<file path="src/rtl/btn_conditioner_if.sv">
// rtl/btn_conditioner_if.sv - button conditioner pin/game-side signal bundle
// Groups raw button inputs, repeat enable and conditioned outputs.
interface btn_conditioner_if;
  logic btnU_raw;
  logic btnD_raw;
  logic btnS_raw;
  logic repeat_en;
  logic btnU;
  logic btnD;
  logic btnS;
  logic btnU_level;
  logic btnD_level;
  logic btnS_level;
  logic long_s;

  modport master (
    output btnU_raw, btnD_raw, btnS_raw, repeat_en,
    input  btnU, btnD, btnS, btnU_level, btnD_level, btnS_level, long_s
  );

  modport slave (
    input  btnU_raw, btnD_raw, btnS_raw, repeat_en,
    output btnU, btnD, btnS, btnU_level, btnD_level, btnS_level, long_s
  );
endinterface

</file>
<file path="src/rtl/btn_conditioner.sv">
// rtl/btn_conditioner.sv - debounce, press pulse, auto-repeat and long-press for U/D/S
// Index 0 = up, 1 = down, 2 = select throughout.
module btn_conditioner #(
  parameter int DEB_TICKS    = 2,
  parameter int REPEAT_DELAY = 10,
  parameter int REPEAT_RATE  = 4,
  parameter int LONG_TICKS   = 40,
  parameter int HOLD_W       = 6
) (
  input  logic               clk_20Hz,
  input  logic               rst,
  btn_conditioner_if.slave   bus
);

  typedef enum logic [1:0] {IDLE, CONFIRM, HELD, RELEASE} state_t;

  localparam logic [HOLD_W-1:0] DEB_C      = HOLD_W'(DEB_TICKS);
  localparam logic [HOLD_W-1:0] REP_DLY_C  = HOLD_W'(REPEAT_DELAY);
  localparam logic [HOLD_W-1:0] REP_RATE_C = HOLD_W'(REPEAT_RATE);
  localparam logic [HOLD_W-1:0] LONG_C     = HOLD_W'(LONG_TICKS);
  localparam logic [HOLD_W-1:0] HOLD_MAX   = '1;

  logic [2:0]        raw;
  logic [2:0]        s1_q, s1_d, s2_q, s2_d;
  state_t            state_q [3];
  state_t            state_d [3];
  logic [HOLD_W-1:0] deb_cnt_q [3];
  logic [HOLD_W-1:0] deb_cnt_d [3];
  logic [HOLD_W-1:0] hold_cnt_q [3];
  logic [HOLD_W-1:0] hold_cnt_d [3];
  logic [HOLD_W-1:0] rpt_cnt_q [3];
  logic [HOLD_W-1:0] rpt_cnt_d [3];
  logic [2:0]        pulse_q, pulse_d, level_q, level_d;
  logic              long_q, long_d;
  logic [HOLD_W-1:0] hold_inc;
  logic              fresh;
  logic              both_held;

  assign raw       = {bus.btnS_raw, bus.btnD_raw, bus.btnU_raw};
  assign both_held = level_q[0] & level_q[1];

  always_comb begin
    s1_d     = raw;
    s2_d     = s1_q;
    pulse_d  = '0;
    level_d  = level_q;
    long_d   = 1'b0;
    hold_inc = '0;
    fresh    = 1'b0;
    for (int i = 0; i < 3; i++) begin
      state_d[i]    = state_q[i];
      deb_cnt_d[i]  = deb_cnt_q[i];
      hold_cnt_d[i] = hold_cnt_q[i];
      rpt_cnt_d[i]  = rpt_cnt_q[i];
      hold_inc      = (hold_cnt_q[i] == HOLD_MAX) ? hold_cnt_q[i] : hold_cnt_q[i] + 1'b1;
      // fresh guards one-shot events against re-firing once hold_cnt saturates
      fresh         = (hold_inc != hold_cnt_q[i]);
      case (state_q[i])
        IDLE: begin
          if (s2_q[i]) begin
            if (DEB_TICKS == 1) begin
              state_d[i]    = HELD;
              pulse_d[i]    = 1'b1;
              level_d[i]    = 1'b1;
              hold_cnt_d[i] = '0;
              rpt_cnt_d[i]  = '0;
            end else begin
              state_d[i]   = CONFIRM;
              deb_cnt_d[i] = 1;
            end
          end
        end
        CONFIRM: begin
          if (s2_q[i]) begin
            deb_cnt_d[i] = deb_cnt_q[i] + 1'b1;
            if (deb_cnt_d[i] == DEB_C) begin
              state_d[i]    = HELD;
              pulse_d[i]    = 1'b1;
              level_d[i]    = 1'b1;
              hold_cnt_d[i] = '0;
              rpt_cnt_d[i]  = '0;
            end
          end else begin
            state_d[i]   = IDLE;
            deb_cnt_d[i] = '0;
          end
        end
        HELD: begin
          if (s2_q[i]) begin
            hold_cnt_d[i] = hold_inc;
            if (i != 2 && bus.repeat_en && !both_held) begin
              if (fresh && hold_inc == REP_DLY_C) begin
                pulse_d[i]   = 1'b1;
                rpt_cnt_d[i] = '0;
              end else if (hold_inc > REP_DLY_C) begin
                rpt_cnt_d[i] = rpt_cnt_q[i] + 1'b1;
                if (rpt_cnt_d[i] == REP_RATE_C) begin
                  pulse_d[i]   = 1'b1;
                  rpt_cnt_d[i] = '0;
                end
              end
            end else begin
              rpt_cnt_d[i] = '0;
            end
            if (i == 2 && fresh && hold_inc == LONG_C) begin
              long_d = 1'b1;
            end
          end else if (DEB_TICKS == 1) begin
            state_d[i]    = IDLE;
            level_d[i]    = 1'b0;
            hold_cnt_d[i] = '0;
            rpt_cnt_d[i]  = '0;
          end else begin
            state_d[i]   = RELEASE;
            deb_cnt_d[i] = 1;
            rpt_cnt_d[i] = '0;
          end
        end
        RELEASE: begin
          if (!s2_q[i]) begin
            deb_cnt_d[i] = deb_cnt_q[i] + 1'b1;
            if (deb_cnt_d[i] == DEB_C) begin
              state_d[i]    = IDLE;
              level_d[i]    = 1'b0;
              deb_cnt_d[i]  = '0;
              hold_cnt_d[i] = '0;
            end
          end else begin
            state_d[i]   = HELD;
            deb_cnt_d[i] = '0;
          end
        end
        default: state_d[i] = IDLE;
      endcase
    end
  end

  always_ff @(posedge clk_20Hz or posedge rst) begin
    if (rst) begin
      s1_q    <= '0;
      s2_q    <= '0;
      pulse_q <= '0;
      level_q <= '0;
      long_q  <= 1'b0;
      for (int i = 0; i < 3; i++) begin
        state_q[i]    <= IDLE;
        deb_cnt_q[i]  <= '0;
        hold_cnt_q[i] <= '0;
        rpt_cnt_q[i]  <= '0;
      end
    end else begin
      s1_q    <= s1_d;
      s2_q    <= s2_d;
      pulse_q <= pulse_d;
      level_q <= level_d;
      long_q  <= long_d;
      for (int i = 0; i < 3; i++) begin
        state_q[i]    <= state_d[i];
        deb_cnt_q[i]  <= deb_cnt_d[i];
        hold_cnt_q[i] <= hold_cnt_d[i];
        rpt_cnt_q[i]  <= rpt_cnt_d[i];
      end
    end
  end

  assign bus.btnU       = pulse_q[0];
  assign bus.btnD       = pulse_q[1];
  assign bus.btnS       = pulse_q[2];
  assign bus.btnU_level = level_q[0];
  assign bus.btnD_level = level_q[1];
  assign bus.btnS_level = level_q[2];
  assign bus.long_s     = long_q;

endmodule

</file>
<file path="src/flat_wrapper.sv">
// flat-port wrapper written by rule: the top's interface ports become plain ports
module btn_conditioner_flat 
#(
  parameter int DEB_TICKS    = 2,
  parameter int REPEAT_DELAY = 10,
  parameter int REPEAT_RATE  = 4,
  parameter int LONG_TICKS   = 40,
  parameter int HOLD_W       = 6
)
  (clk_20Hz, rst, bus_btnU_raw, bus_btnD_raw, bus_btnS_raw, bus_repeat_en, bus_btnU, bus_btnD, bus_btnS, bus_btnU_level, bus_btnD_level, bus_btnS_level, bus_long_s);
  btn_conditioner_if bus_i ();
  input  logic clk_20Hz;
  input  logic rst;
  input wire logic [$bits(bus_i.btnU_raw)-1:0] bus_btnU_raw;
  input wire logic [$bits(bus_i.btnD_raw)-1:0] bus_btnD_raw;
  input wire logic [$bits(bus_i.btnS_raw)-1:0] bus_btnS_raw;
  input wire logic [$bits(bus_i.repeat_en)-1:0] bus_repeat_en;
  output wire logic [$bits(bus_i.btnU)-1:0] bus_btnU;
  output wire logic [$bits(bus_i.btnD)-1:0] bus_btnD;
  output wire logic [$bits(bus_i.btnS)-1:0] bus_btnS;
  output wire logic [$bits(bus_i.btnU_level)-1:0] bus_btnU_level;
  output wire logic [$bits(bus_i.btnD_level)-1:0] bus_btnD_level;
  output wire logic [$bits(bus_i.btnS_level)-1:0] bus_btnS_level;
  output wire logic [$bits(bus_i.long_s)-1:0] bus_long_s;
  assign bus_i.btnU_raw = bus_btnU_raw;
  assign bus_i.btnD_raw = bus_btnD_raw;
  assign bus_i.btnS_raw = bus_btnS_raw;
  assign bus_i.repeat_en = bus_repeat_en;
  assign bus_btnU = bus_i.btnU;
  assign bus_btnD = bus_i.btnD;
  assign bus_btnS = bus_i.btnS;
  assign bus_btnU_level = bus_i.btnU_level;
  assign bus_btnD_level = bus_i.btnD_level;
  assign bus_btnS_level = bus_i.btnS_level;
  assign bus_long_s = bus_i.long_s;
  btn_conditioner #(.DEB_TICKS(DEB_TICKS), .REPEAT_DELAY(REPEAT_DELAY), .REPEAT_RATE(REPEAT_RATE), .LONG_TICKS(LONG_TICKS), .HOLD_W(HOLD_W)) u_core (.clk_20Hz(clk_20Hz), .rst(rst), .bus(bus_i));
endmodule
</file>
<file path="config.mk">
export PLATFORM = sky130hd
export DESIGN_NAME = btn_conditioner_flat
export DESIGN_NICKNAME = d
export VERILOG_FILES = /design/src/rtl/btn_conditioner_if.sv /design/src/rtl/btn_conditioner.sv /design/src/flat_wrapper.sv
export SDC_FILE = /design/constraint.sdc
export NUM_CORES = 1
export LEC_CHECK = 0
export BUFFER_PORTS_ARGS = -buffer_cell sky130_fd_sc_hd__buf_4
export CAP_MARGIN = 30
export CORE_ASPECT_RATIO = 1.1
export CORE_UTILIZATION = 56
export DETAILED_ROUTE_END_ITERATION = 12
export GPL_TIMING_DRIVEN = 0
export PLACE_DENSITY = 0.79
export SYNTH_ARGS = -nofsm -noshare
export SYNTH_HDL_FRONTEND = slang
export SYNTH_SLANG_ARGS = --single-unit
</file>
<file path="constraint.sdc">
create_clock -name clk_20Hz -period 4.3 [get_ports clk_20Hz]
set_input_delay 0.645 -clock clk_20Hz [delete_from_list [all_inputs] [get_ports clk_20Hz]]
set_output_delay 0.645 -clock clk_20Hz [all_outputs]
set_load 0.005 [all_outputs]
</file>
* Word-level counts from Yosys, hierarchy flattened
Cells that the tools add are included.
Word-level totals: bits in registers 67, input bits 6, output and inout port bits 7, logic and storage cells 221
Cells by class: add/subtract/negate cells 8, order comparisons 2, equal/unequal tests 52, mux-type cells 110, bitwise gates (word level) 1, reductions and logical operators 30
Operators with widths (number):
- 6-bit 2-to-1 mux | 44
- 6-bit one-hot mux with 4 select lines | 3
- 6-bit one-hot mux with 3 select lines | 3
- 6-bit by 1-bit adder with 6-bit output, second input constant | 8
- 2-bit 2-to-1 mux | 18
- 1-bit 2-to-1 mux | 32
- 4-bit AND reduction | 8
- 2-bit by 1-bit != test with 1-bit output, second input constant | 15
- 6-bit == test, second input constant | 4
- 2-bit one-hot mux with 4 select lines | 3
- 6-bit one-hot mux with 2 select lines | 2
- 6-bit by 2-bit == test with 1-bit output, second input constant | 3
- 6-bit != test | 3
- 5-bit AND reduction | 3
- 2-bit == test, second input constant | 6
- 6-bit by 3-bit == test with 1-bit output, second input constant | 2
- 6-bit by 4-bit == test with 1-bit output, second input constant | 2
- 6-bit by 4-bit > comparator with 1-bit output, second input constant | 2
- 2-bit != test, second input constant | 6
- 5-bit != test, second input constant | 2
- 1-bit one-hot mux with 2 select lines | 5
- 2-bit nonzero test | 5
- 3-bit by 1-bit != test with 1-bit output, second input constant | 3
- 3-bit != test, second input constant | 3
- other kinds (7) | 18

* Depth between registers and ports, before layout
Gate-level depths: netlist of run 1.
depth after elaboration 8, gate-level depth with buffers 9, gate-level depth less buffers 8

* Worst setup path before layout of run 1
OpenSTA, ideal clock, no wires.
path type register to register, from register u_core.hold_cnt_q[12] (netlist name), to register u_core.rpt_cnt_q[12] (netlist name), setup time 74 ps, arrival 2015 ps, data required time 4226 ps, path slack 2211 ps, cell stages (with the launch flop) 9, path buffers 1, clock period less this slack 2089 ps, cell sequence dfrtp_1 ha_1 buf_6 and3_4 a21oi_1 nor2_1 a31o_4 or3_4 o21ai_2
On the way: longest elaborated chain between the ends 8, elaborated cells between the ends (all ways) 13, classes of those cells add/sub: 1; order compare: 1; eq/ne: 4; mux: 5; reduce/logical: 2
RTL lines:
- from (decl) | RTL line btn_conditioner.sv:29 | logic [HOLD_W-1:0] hold_cnt_q [3];
- from (signal, indexed assignment) | RTL line btn_conditioner.sv:160 | hold_cnt_q[i] <= hold_cnt_d[i];
- branches (longest 8 deep; another with 6-bit by 1-bit adder with 6-bit output)
- to (signal, indexed assignment) | RTL line btn_conditioner.sv:161 | rpt_cnt_q[i] <= rpt_cnt_d[i];
- to (decl) | RTL line btn_conditioner.sv:31 | logic [HOLD_W-1:0] rpt_cnt_q [3];
Parallel ways; which one is timed is not known. A chain may end at the register's enable or synchronous reset.

* Worst setup path after layout of run 1
from register u_core.hold_cnt_q[6] (netlist name), to register u_core.rpt_cnt_q[8] (netlist name)
The elaborated chain is that of the path after synthesis.

==> run metrics, run 1 <==
Yosys reg bits 67; area of the multi-input gates 2650 µm²; clock share of power 0.195; first-pass GRT wire length 16300 µm; Synth area leaders dfrtp_1 37%, ha_1 6.6%, nand2_1 5.3%; DRT antenna net count 0; fin crit share 0.560; Hold Buf Count CTS 0; DR iter-0 viols 170; DR vias/cell 5.95; # diodes 0; Post-Route WL 9260 µm; Gate Count Post-Synth 516; dominant cell type by area after synthesis dfrtp_1; P_int 1.55 mW; most common cell after layout, fill and taps aside dfrtp_1; fin util 0.629; fmax 415 MHz; crit path launch type register; Yosys warnings 0; num ports 13; status complete, no violations; Pwr Density 543 nW/µm²; die height 96.7 µm; Initial Util 0.577; dominant synthesized flop cell dfrtp_1; Max FO, Critical Path 8; Fillers 695; drt wl/cell 14.2 µm; syn avg cell area 8.84 µm²; grt total ovfl 0; All-Layer GR Usage 0.240; Slew Viols, Final 0; Final Skew 8.31 ps; register share of total power 0.332; clock buffer depth 2; crit path max-delay cell type dfrtp_1; critical path class register to register; final hold vios 0; register area 1680 µm²; Die W 88.1 µm; Initial DRT Pass Iterations 5; Worst Path Arrival 2660 ps; Area growth, synth to finish 9.11%; clk sink count 67; most frequent cells in the layout 67 x dfrtp_1, 65 x nand2_1, 43 x o21ai_0, 34 x a21oi_1, 34 x nor2_1; DP HPWL 6510 µm; sequential element share of the synthesized area 0.368; synthesized area 4560 µm²; placed insts 636; Setup Viol. Count Final 0; CTS Root Cell clkbuf_8; die footprint 8510 µm²; row count 34; maxcap violations 0; Logic pwr share 0.473; Final Critical Period 2410 ps; Mapped Nets 546; Setup TNS Final 0 ps; Final Non-Filler Cells 652; IO Port Bufs 12; Layout Nets 569; antenna violations before repair 0; switching fraction of total power 0.425; Worst-Skew Late Latency 350 ps; VDD IR max 0.297 mV; Sw Pwr 1.15 mW; Post-CTS Setup Inserts 0; Core Area 7910 µm²; RSZ-0062 raised after global routing false; Synth async-reset ratio 1.00; Unique masters post-synth 81; share of cells above drive strength 1 0.136; Resized Gates After CTS 0; EDFF count, synth 0; Largest stage delay, worst path 460 ps; Hold Crit Class register to register; Synth top area share 0.368; Slew @ Worst Pin 828 ps; number of global-route vias before repair 3667; GP Congestion 0.873; Slew HR 0.448; critical path, cell by cell ha_1, o21ai_0, o32ai_1, a221oi_2, nor2_1, nand3b_1, o31ai_1; TritonCTS Buffers 9; routed vias 3882; worst endpoint required time 4550 ps; largest net degree at the start of global routing 68; CTS H-tree lvls 3; crit path capture type register; drt drc 0; leakage power figure 2.11 nW; TritonCTS clock tree yes; clock transition at the registers of the reported paths 70 ps
[state kept, by name (all words and copies together) (netlist names), named ones only]
| signal | count |
|---|---|
| u_core.level_q | 3 |
| u_core.deb_cnt_q | 18 |
| u_core.pulse_q | 3 |
| u_core.hold_cnt_q | 18 |
| u_core.s2_q | 3 |
| u_core.rpt_cnt_q | 12 |
| u_core.state_q | 3 |
| u_core.s1_q | 3 |
| u_core.bus.long_s | 1 |
[critical path, delay by kind of cell, from the launching register on]
kind                       cells  cell delay, ps
AOI/OAI and AO/OA              4            1100
DFF                            1             460
and+or+nand+nor                2             400
adders and majority gates      1             350
[stage by stage]
| stage | total power [mW] | hold WS, ps | setup WS (ps) | cell area [µm²] |
|---|---|---|---|---|
| global placement | 2.12 | 333 | 1090 | 4790 |
| finish | 2.70 | 361 | 1890 | 4980 |
| floorplan | 1.88 | 331 | 1970 | 4560 |
| CTS | 2.71 | 363 | 1900 | 4980 |
| detailed placement | 2.17 | 346 | 1930 | 4790 |
| global route | 2.92 | 380 | 1600 | 4980 |
[final timing paths]
path | from | end | slack, ps | cells after the start
max | u_core.hold_cnt_q[6] | u_core.rpt_cnt_q[8] | 1890 | 7
min | u_core.s1_q[1] | u_core.s2_q[1] | 360 | 0
max reg2reg | u_core.hold_cnt_q[6] | u_core.rpt_cnt_q[8] | 1890 | 7
min reg2reg | u_core.s1_q[1] | u_core.s2_q[1] | 360 | 0
max in group asynchronous | rst | u_core.deb_cnt_q[1] | 3290 | 2
min in group asynchronous | rst | u_core.s1_q[0] | 460 | 2
[synth_stat cells, types with 4 or more instances]
library cell / number
dfrtp_1: 67
nand2_1: 65
o21ai_0: 43
a21oi_1: 34
nor2_1: 34
inv_1: 26
ha_1: 24
nand3_1: 20
a31oi_1: 14
clkbuf_1: 9
buf_2: 8
nand2b_1: 8
o22ai_1: 8
nor3_1: 7
xnor2_1: 7
and2_1: 6
and3_1: 6
mux2i_1: 6
nor2b_1: 6
o31ai_1: 6
or2_2: 5
xor2_1: 5
buf_6: 4
nand3b_1: 4
[power groups by stage]
stage                     sequential [mW]  clock, mW  combinational, mW
final                               0.897      0.525               1.28
after global routing                0.918      0.565               1.44
after CTS                           0.895      0.541               1.27
after detailed placement            0.907          0               1.27
after global placement              0.897          0               1.22
after floorplan                     0.875          0               1.00
[cell type report]
class                   instances  share of cell area
well taps                     108              0.0271
repair buffers                 12              0.0181
inverters                      26              0.0201
clock buffers                  14              0.0307
flip-flops and latches         67               0.337
multi-input cells             399               0.532
clock inverters                 2             0.00704
plain buffers                  24              0.0284
[kinds of logic after synthesis]
logic type	after synthesis	share of synthesized area
simple gates	186	0.209
compound gates	167	0.257
flops	67	0.368
buf+inv	50	0.0524
fa+ha+maj	24	0.0658
xor+xnor	13	0.0266
mux	9	0.0214
[per-layer routing]
metal,wire (µm),GRT usage,vias to the layer above
li1,-,-,1929
met1,4210,0.317,1869
met2,4570,0.387,68
met3,297,0.0418,16
met4,178,0.0943,0
met5,0,0,-
(Power assumes the default switching activity.)
==> inputs of run 2 (changes only) <==
--- a/config.mk
+++ b/config.mk
@@ -5,13 +5,14 @@
 export SDC_FILE = /design/constraint.sdc
 export NUM_CORES = 1
 export LEC_CHECK = 0
+export ABC_AREA = 1
 export BUFFER_PORTS_ARGS = -buffer_cell sky130_fd_sc_hd__buf_4
 export CAP_MARGIN = 30
 export CORE_ASPECT_RATIO = 1.1
 export CORE_UTILIZATION = 56
 export DETAILED_ROUTE_END_ITERATION = 12
 export GPL_TIMING_DRIVEN = 0
-export PLACE_DENSITY = 0.79
+export PLACE_DENSITY = 0.82
 export SYNTH_ARGS = -nofsm -noshare
 export SYNTH_HDL_FRONTEND = slang
 export SYNTH_SLANG_ARGS = --single-unit
==> constraint.sdc (replaced) <==
create_clock -name clk_20Hz -period 2.2 [get_ports clk_20Hz]
set_input_delay 0.33 -clock clk_20Hz [delete_from_list [all_inputs] [get_ports clk_20Hz]]
set_output_delay 0.33 -clock clk_20Hz [all_outputs]
set_load 0.005 [all_outputs]
==> run metrics, run 2 <==
status complete, no violations; maxcap violations 0; placed insts 637; total power 4.76 mW; Slew HR 0.595; row count 32; most frequent cell after synthesis nand2_1; Layout Nets 593; Die W 83.7 µm; num ports 13; Unique masters post-synth 38; Final Cell Area 4510 µm²; worst endpoint required time 2440 ps; CP bufs+invs 0; IO Port Bufs 12; DR vias/cell 5.30; Synth area leaders dfrtp_1 41%, nand2_1 13%, nand3_1 7.4%; die footprint 7680 µm²; Initial Util 0.583; Pwr Density 1060 nW/µm²; routed vias 3462; CTS H-tree lvls 3; area of the multi-input gates 2180 µm²; syn avg cell area 7.62 µm²; CTS Root Cell clkbuf_8; die height 91.8 µm; Gate Count Post-Synth 539; Area growth, synth to finish 9.78%; most frequent cells in the layout 145 x nand2_1, 67 x dfrtp_1, 64 x inv_1, 61 x nand3_1, 59 x nor2_1; Mapped Nets 569; CP dominant cell by count nand2_1; reg-to-reg setup timing slack 140 ps; critical path class register to register; RR Endpoint u_core.rpt_cnt_q[12]; Adder-Cell Fraction of Synth Area 0.0731; Post-Route WL 7840 µm; post-synthesis compound-gate area fraction 0.0859; TritonCTS Buffers 9; first-pass GRT wire length 13700 µm; Slew Viols, Final 0; EDFF count, synth 0; R2R depth 10; Synth Area in XOR/XNOR 0.0487; most common cell after layout, fill and taps aside nand2_1; crit path max-delay cell type dfrtp_1; fin crit share 0.934; dominant synthesized flop cell dfrtp_1; Place WS 102 ps; leading registers by flop count u_core.deb_cnt_q (18), u_core.hold_cnt_q (18), u_core.rpt_cnt_q (12); Largest stage delay, worst path 460 ps; RSZ-0062 raised after global routing false; reg-to-reg critical path startpoint u_core.deb_cnt_q[12]; Crit path max-delay family simple AND/OR/NAND/NOR gates; Post-DP Area 4320 µm²; Fillers 605; Yosys reg bits 67; fin util 0.640; Final Skew 9.63 ps; clock transition at the registers of the reported paths 70 ps; Final Critical Period 2060 ps; DP HPWL 5770 µm; largest net degree at the start of global routing 42; clock buffer depth 2; All-Layer GR Usage 0.220; crit path launch type register; Slew @ Worst Pin 606 ps; Synth top area share 0.408; number of global-route vias before repair 3285; Max FO, Critical Path 7; leakage power figure 2.28 nW; Final Non-Filler Cells 653; register area 1680 µm²; Hold Crit Class input pin to async pin; Final Hold Slack 50.9 ps; mux share of post-synthesis cell area 0; top cells by count, synth 145 x nand2_1, 67 x dfrtp_1, 65 x inv_1, 61 x nand3_1, 60 x nor2_1; clk sink count 67; critical path, cell by cell ha_1, nand3_1, xor2_1, nand2_1, nor2_1, nand2_2, o21ai_4, nand2_4, nand2_1, nand2_1; GP Congestion 0.888; Yosys warnings 0; Worst-Skew Late Latency 350 ps; Setup Viol. Count Final 0; crit path capture type register; sequential element share of the synthesized area 0.408; Setup TNS Final 0 ps; DRT antenna net count 0; final hold vios 0; share of cells above drive strength 1 0.104; # diodes 0; Synth Area in Simple Gates 0.321; Initial DRT Pass Iterations 5; grt total ovfl 0; VDD IR max 0.760 mV; antenna violations before repair 0; dominant cell type by area after synthesis dfrtp_1; combinational family with the most area after synthesis simple AND/OR/NAND/NOR gates; drt drc 0; DR iter-0 viols 272; drt wl/cell 12.0 µm; synthesized area 4110 µm²; Synth async-reset ratio 1.00; TritonCTS clock tree yes; fmax 487 MHz; Worst Path Arrival 2290 ps; Core Area 7050 µm²; setup ws final 145 ps
==> run 2: cell types whose count changed in the layout (fill, tap and decap cells not counted), moves of 7 or more <==
cell,before,now
nand2b_1,8,0
inv_1,25,64
a21oi_1,34,8
o21ai_0,43,33
buf_2,8,1
nand3_1,20,61
clkbuf_1,13,2
xor2_1,5,17
a31oi_1,14,0
nand2_1,65,145
nor2_1,34,59
==> run 2: cell families (layout without fill, tap and decap cells) <==
logic type | Yosys count | after routing
AO/OA/AOI/OAI | 61 | 61
XOR/XNOR | 22 | 22
adder cells (fa/ha/maj) | 24 | 24
buffers and inverters | 69 | 98
flip-flops | 67 | 67
AND/OR/NAND/NOR | 296 | 296
==> run 2: layout make-up <==
type / instances / share of cell area
Inverter: 66 / 0.0549
Timing Repair Buffer: 13 / 0.0244
Multi-Input combinational cell: 403 / 0.483
Clock buffer: 11 / 0.0336
Tap cell: 85 / 0.0236
Buffer: 3 / 0.00277
Sequential cell: 67 / 0.372
Clock inverter: 5 / 0.00610
==> run 2: timing repair <==
action                                 in CTS  in global routing
setup endpoints to repair                   0                  8
gates resized for setup                     0                  2
hold buffers                                0                  0
buffers inserted                            0                  0
endpoints found under the hold margin       0                  0
==> run 2: routing by layer <==
metal,global-route usage,up-vias,share of wire,routed length (µm)
li1,-,1780,-,-
met2,0.380,57,0.50,3890
met5,0,-,0,0
met1,0.266,1614,0.45,3560
met3,0.0558,11,0.036,286
met4,0.0819,0,0.014,110
==> run 2: power breakdown <==
group	switching (mW)	internal, mW	leakage, nW
registers	0.257	1.47	0.888
logic	1.37	0.725	1.30
clock network	0.478	0.462	0.0949
==> run 2: how the worst max path moves through the flow <==
stage / startpoint / end / cells after the start
after floorplan: rst / async pin / 1
after global placement: rst / u_core.hold_cnt_q[13] / 2
after detailed placement: u_core.state_q[4] / u_core.deb_cnt_q[13] / 9
after CTS: u_core.state_q[4] / u_core.deb_cnt_q[13] / 9
after global routing: u_core.state_q[2] / u_core.hold_cnt_q[10] / 9
final: u_core.deb_cnt_q[12] / u_core.rpt_cnt_q[12] / 10
==> inputs of run 3 (changes only) <==
--- a/config.mk
+++ b/config.mk
@@ -9,6 +9,7 @@
 export BUFFER_PORTS_ARGS = -buffer_cell sky130_fd_sc_hd__buf_4
 export CAP_MARGIN = 30
 export CORE_ASPECT_RATIO = 1.1
+export CORE_MARGIN = 8
 export CORE_UTILIZATION = 56
 export DETAILED_ROUTE_END_ITERATION = 12
 export GPL_TIMING_DRIVEN = 0
==> run metrics, run 3 (synthesis results as in run 2) <==
Area growth, synth to finish 9.78%; share of cells above drive strength 1 0.0972; row count 32; clock buffer depth 2; fin crit share 0.918; largest net degree at the start of global routing 40; crit path capture type register; Slew HR 0.444; TritonCTS Buffers 9; fin util 0.640; GP Congestion 0.885; critical path class register to register; Post-Route WL 7880 µm; RSZ-0062 raised after global routing false; routed vias 3448; drt wl/cell 12.1 µm; num ports 13; Slew @ Worst Pin 833 ps; crit path max-delay cell type dfrtp_1; Initial DRT Pass Iterations 5; setup ws final 181 ps; antenna violations before repair 0; status complete, no violations; DRT antenna net count 0; CTS H-tree lvls 3; number of global-route vias before repair 3451; grt total ovfl 0; Largest stage delay, worst path 450 ps; CTS Root Cell clkbuf_8; Layout Nets 593; die footprint 10300 µm²; DR vias/cell 5.30; most common cell after layout, fill and taps aside nand2_1; All-Layer GR Usage 0.162; worst endpoint required time 2420 ps; Worst Path Arrival 2240 ps; clk sink count 67; Slew Viols, Final 0; Setup TNS Final 0 ps; Max FO, Critical Path 7; Place WS 24.2 ps; most frequent cells in the layout 145 x nand2_1, 67 x dfrtp_1, 64 x inv_1, 61 x nand3_1, 60 x nor2_1; leakage power figure 2.28 nW; Die W 97.7 µm; drt drc 0; # diodes 0; CP bufs+invs 0; first-pass GRT wire length 14200 µm; leading registers by flop count u_core.deb_cnt_q (18), u_core.hold_cnt_q (18), u_core.rpt_cnt_q (12); Final Critical Period 2020 ps; placed insts 637; clock transition at the registers of the reported paths 70 ps; fmax 495 MHz; DP HPWL 5930 µm; total power 4.77 mW; Final Non-Filler Cells 651; Initial Util 0.583; Post-CTS Setup Inserts 0; final hold vios 0; Final Skew 8.27 ps; Setup Viol. Count Final 0; TritonCTS clock tree yes; maxcap violations 0; Hold Buf Count CTS 0; Hold Crit Class input pin to register; VDD IR max 0.729 mV; CP dominant cell by count nand2_1; DR iter-0 viols 178; Core Area 7050 µm²; die height 106 µm; Worst-Skew Late Latency 340 ps; Crit path max-delay family simple AND/OR/NAND/NOR gates; crit path launch type register; Pwr Density 1060 nW/µm²; IO Port Bufs 12; critical path, cell by cell ha_1, nand3_1, xor2_1, nand2_1, nor2_1, nand2_2, o21ai_4, nand2_4, nand2_1, nand2_1
## run 3: cell types whose count changed in the layout (fill, tap and decap cells not counted), sizes merged
cell | before | now
clkinv | 4 | 2
bufinv | 0 | 1
clkinvlp | 1 | 0
## run 3: timing repair
item                                   in CTS  in global routing
endpoints found under the hold margin       0                  0
resized for setup                           0                  1
setup endpoints to repair                   0                  7
## run 3: final cells by class
type	count	area (µm²)
fill	602	2540
inverter	66	248
multi-input combinational	403	2170
clock inverter	3	40.0
tap	85	106
clock buffer	11	141
buffer	3	12.5
sequential	67	1680
timing repair buffer	13	110
## run 3: path summary, 6_finish.rpt
check                                     start                   end  slack [ps]  cells after the start
max                        u_core.deb_cnt_q[12]  u_core.rpt_cnt_q[12]         180                     10
min                                bus_btnU_raw        u_core.s1_q[0]         100                      1
max reg2reg                u_core.deb_cnt_q[12]  u_core.rpt_cnt_q[12]         180                     10
min reg2reg                      u_core.s1_q[1]        u_core.s2_q[1]         350                      0
max in group asynchronous                   rst  u_core.rpt_cnt_q[14]        1400                      3
min in group asynchronous                   rst  u_core.hold_cnt_q[9]         170                      2
## run 3: per-layer routing
| metal | vias up | routed length [µm] | GRT usage | part of all wire |
|---|---|---|---|---|
| li1 | 1777 | - | - | - |
| met1 | 1614 | 3540 | 0.178 | 0.45 |
| met2 | 47 | 4010 | 0.289 | 0.51 |
| met3 | 10 | 246 | 0.0444 | 0.031 |
| met4 | 0 | 82 | 0.0650 | 0.010 |
| met5 | - | 0 | 0 | 0 |
## run 3: power by group
part	switching, mW	internal, mW
registers	0.247	1.47
clock network	0.439	0.539
logic	1.35	0.720
## run 3: stage by stage
stage | instance area, µm² | hold WS (ps)
final | 4510 | 97.9
after global routing | 4510 | 68.7
after CTS | 4510 | 76.5
after detailed placement | 4320 | 339
after global placement | 4300 | 336
after floorplan | 4110 | 331
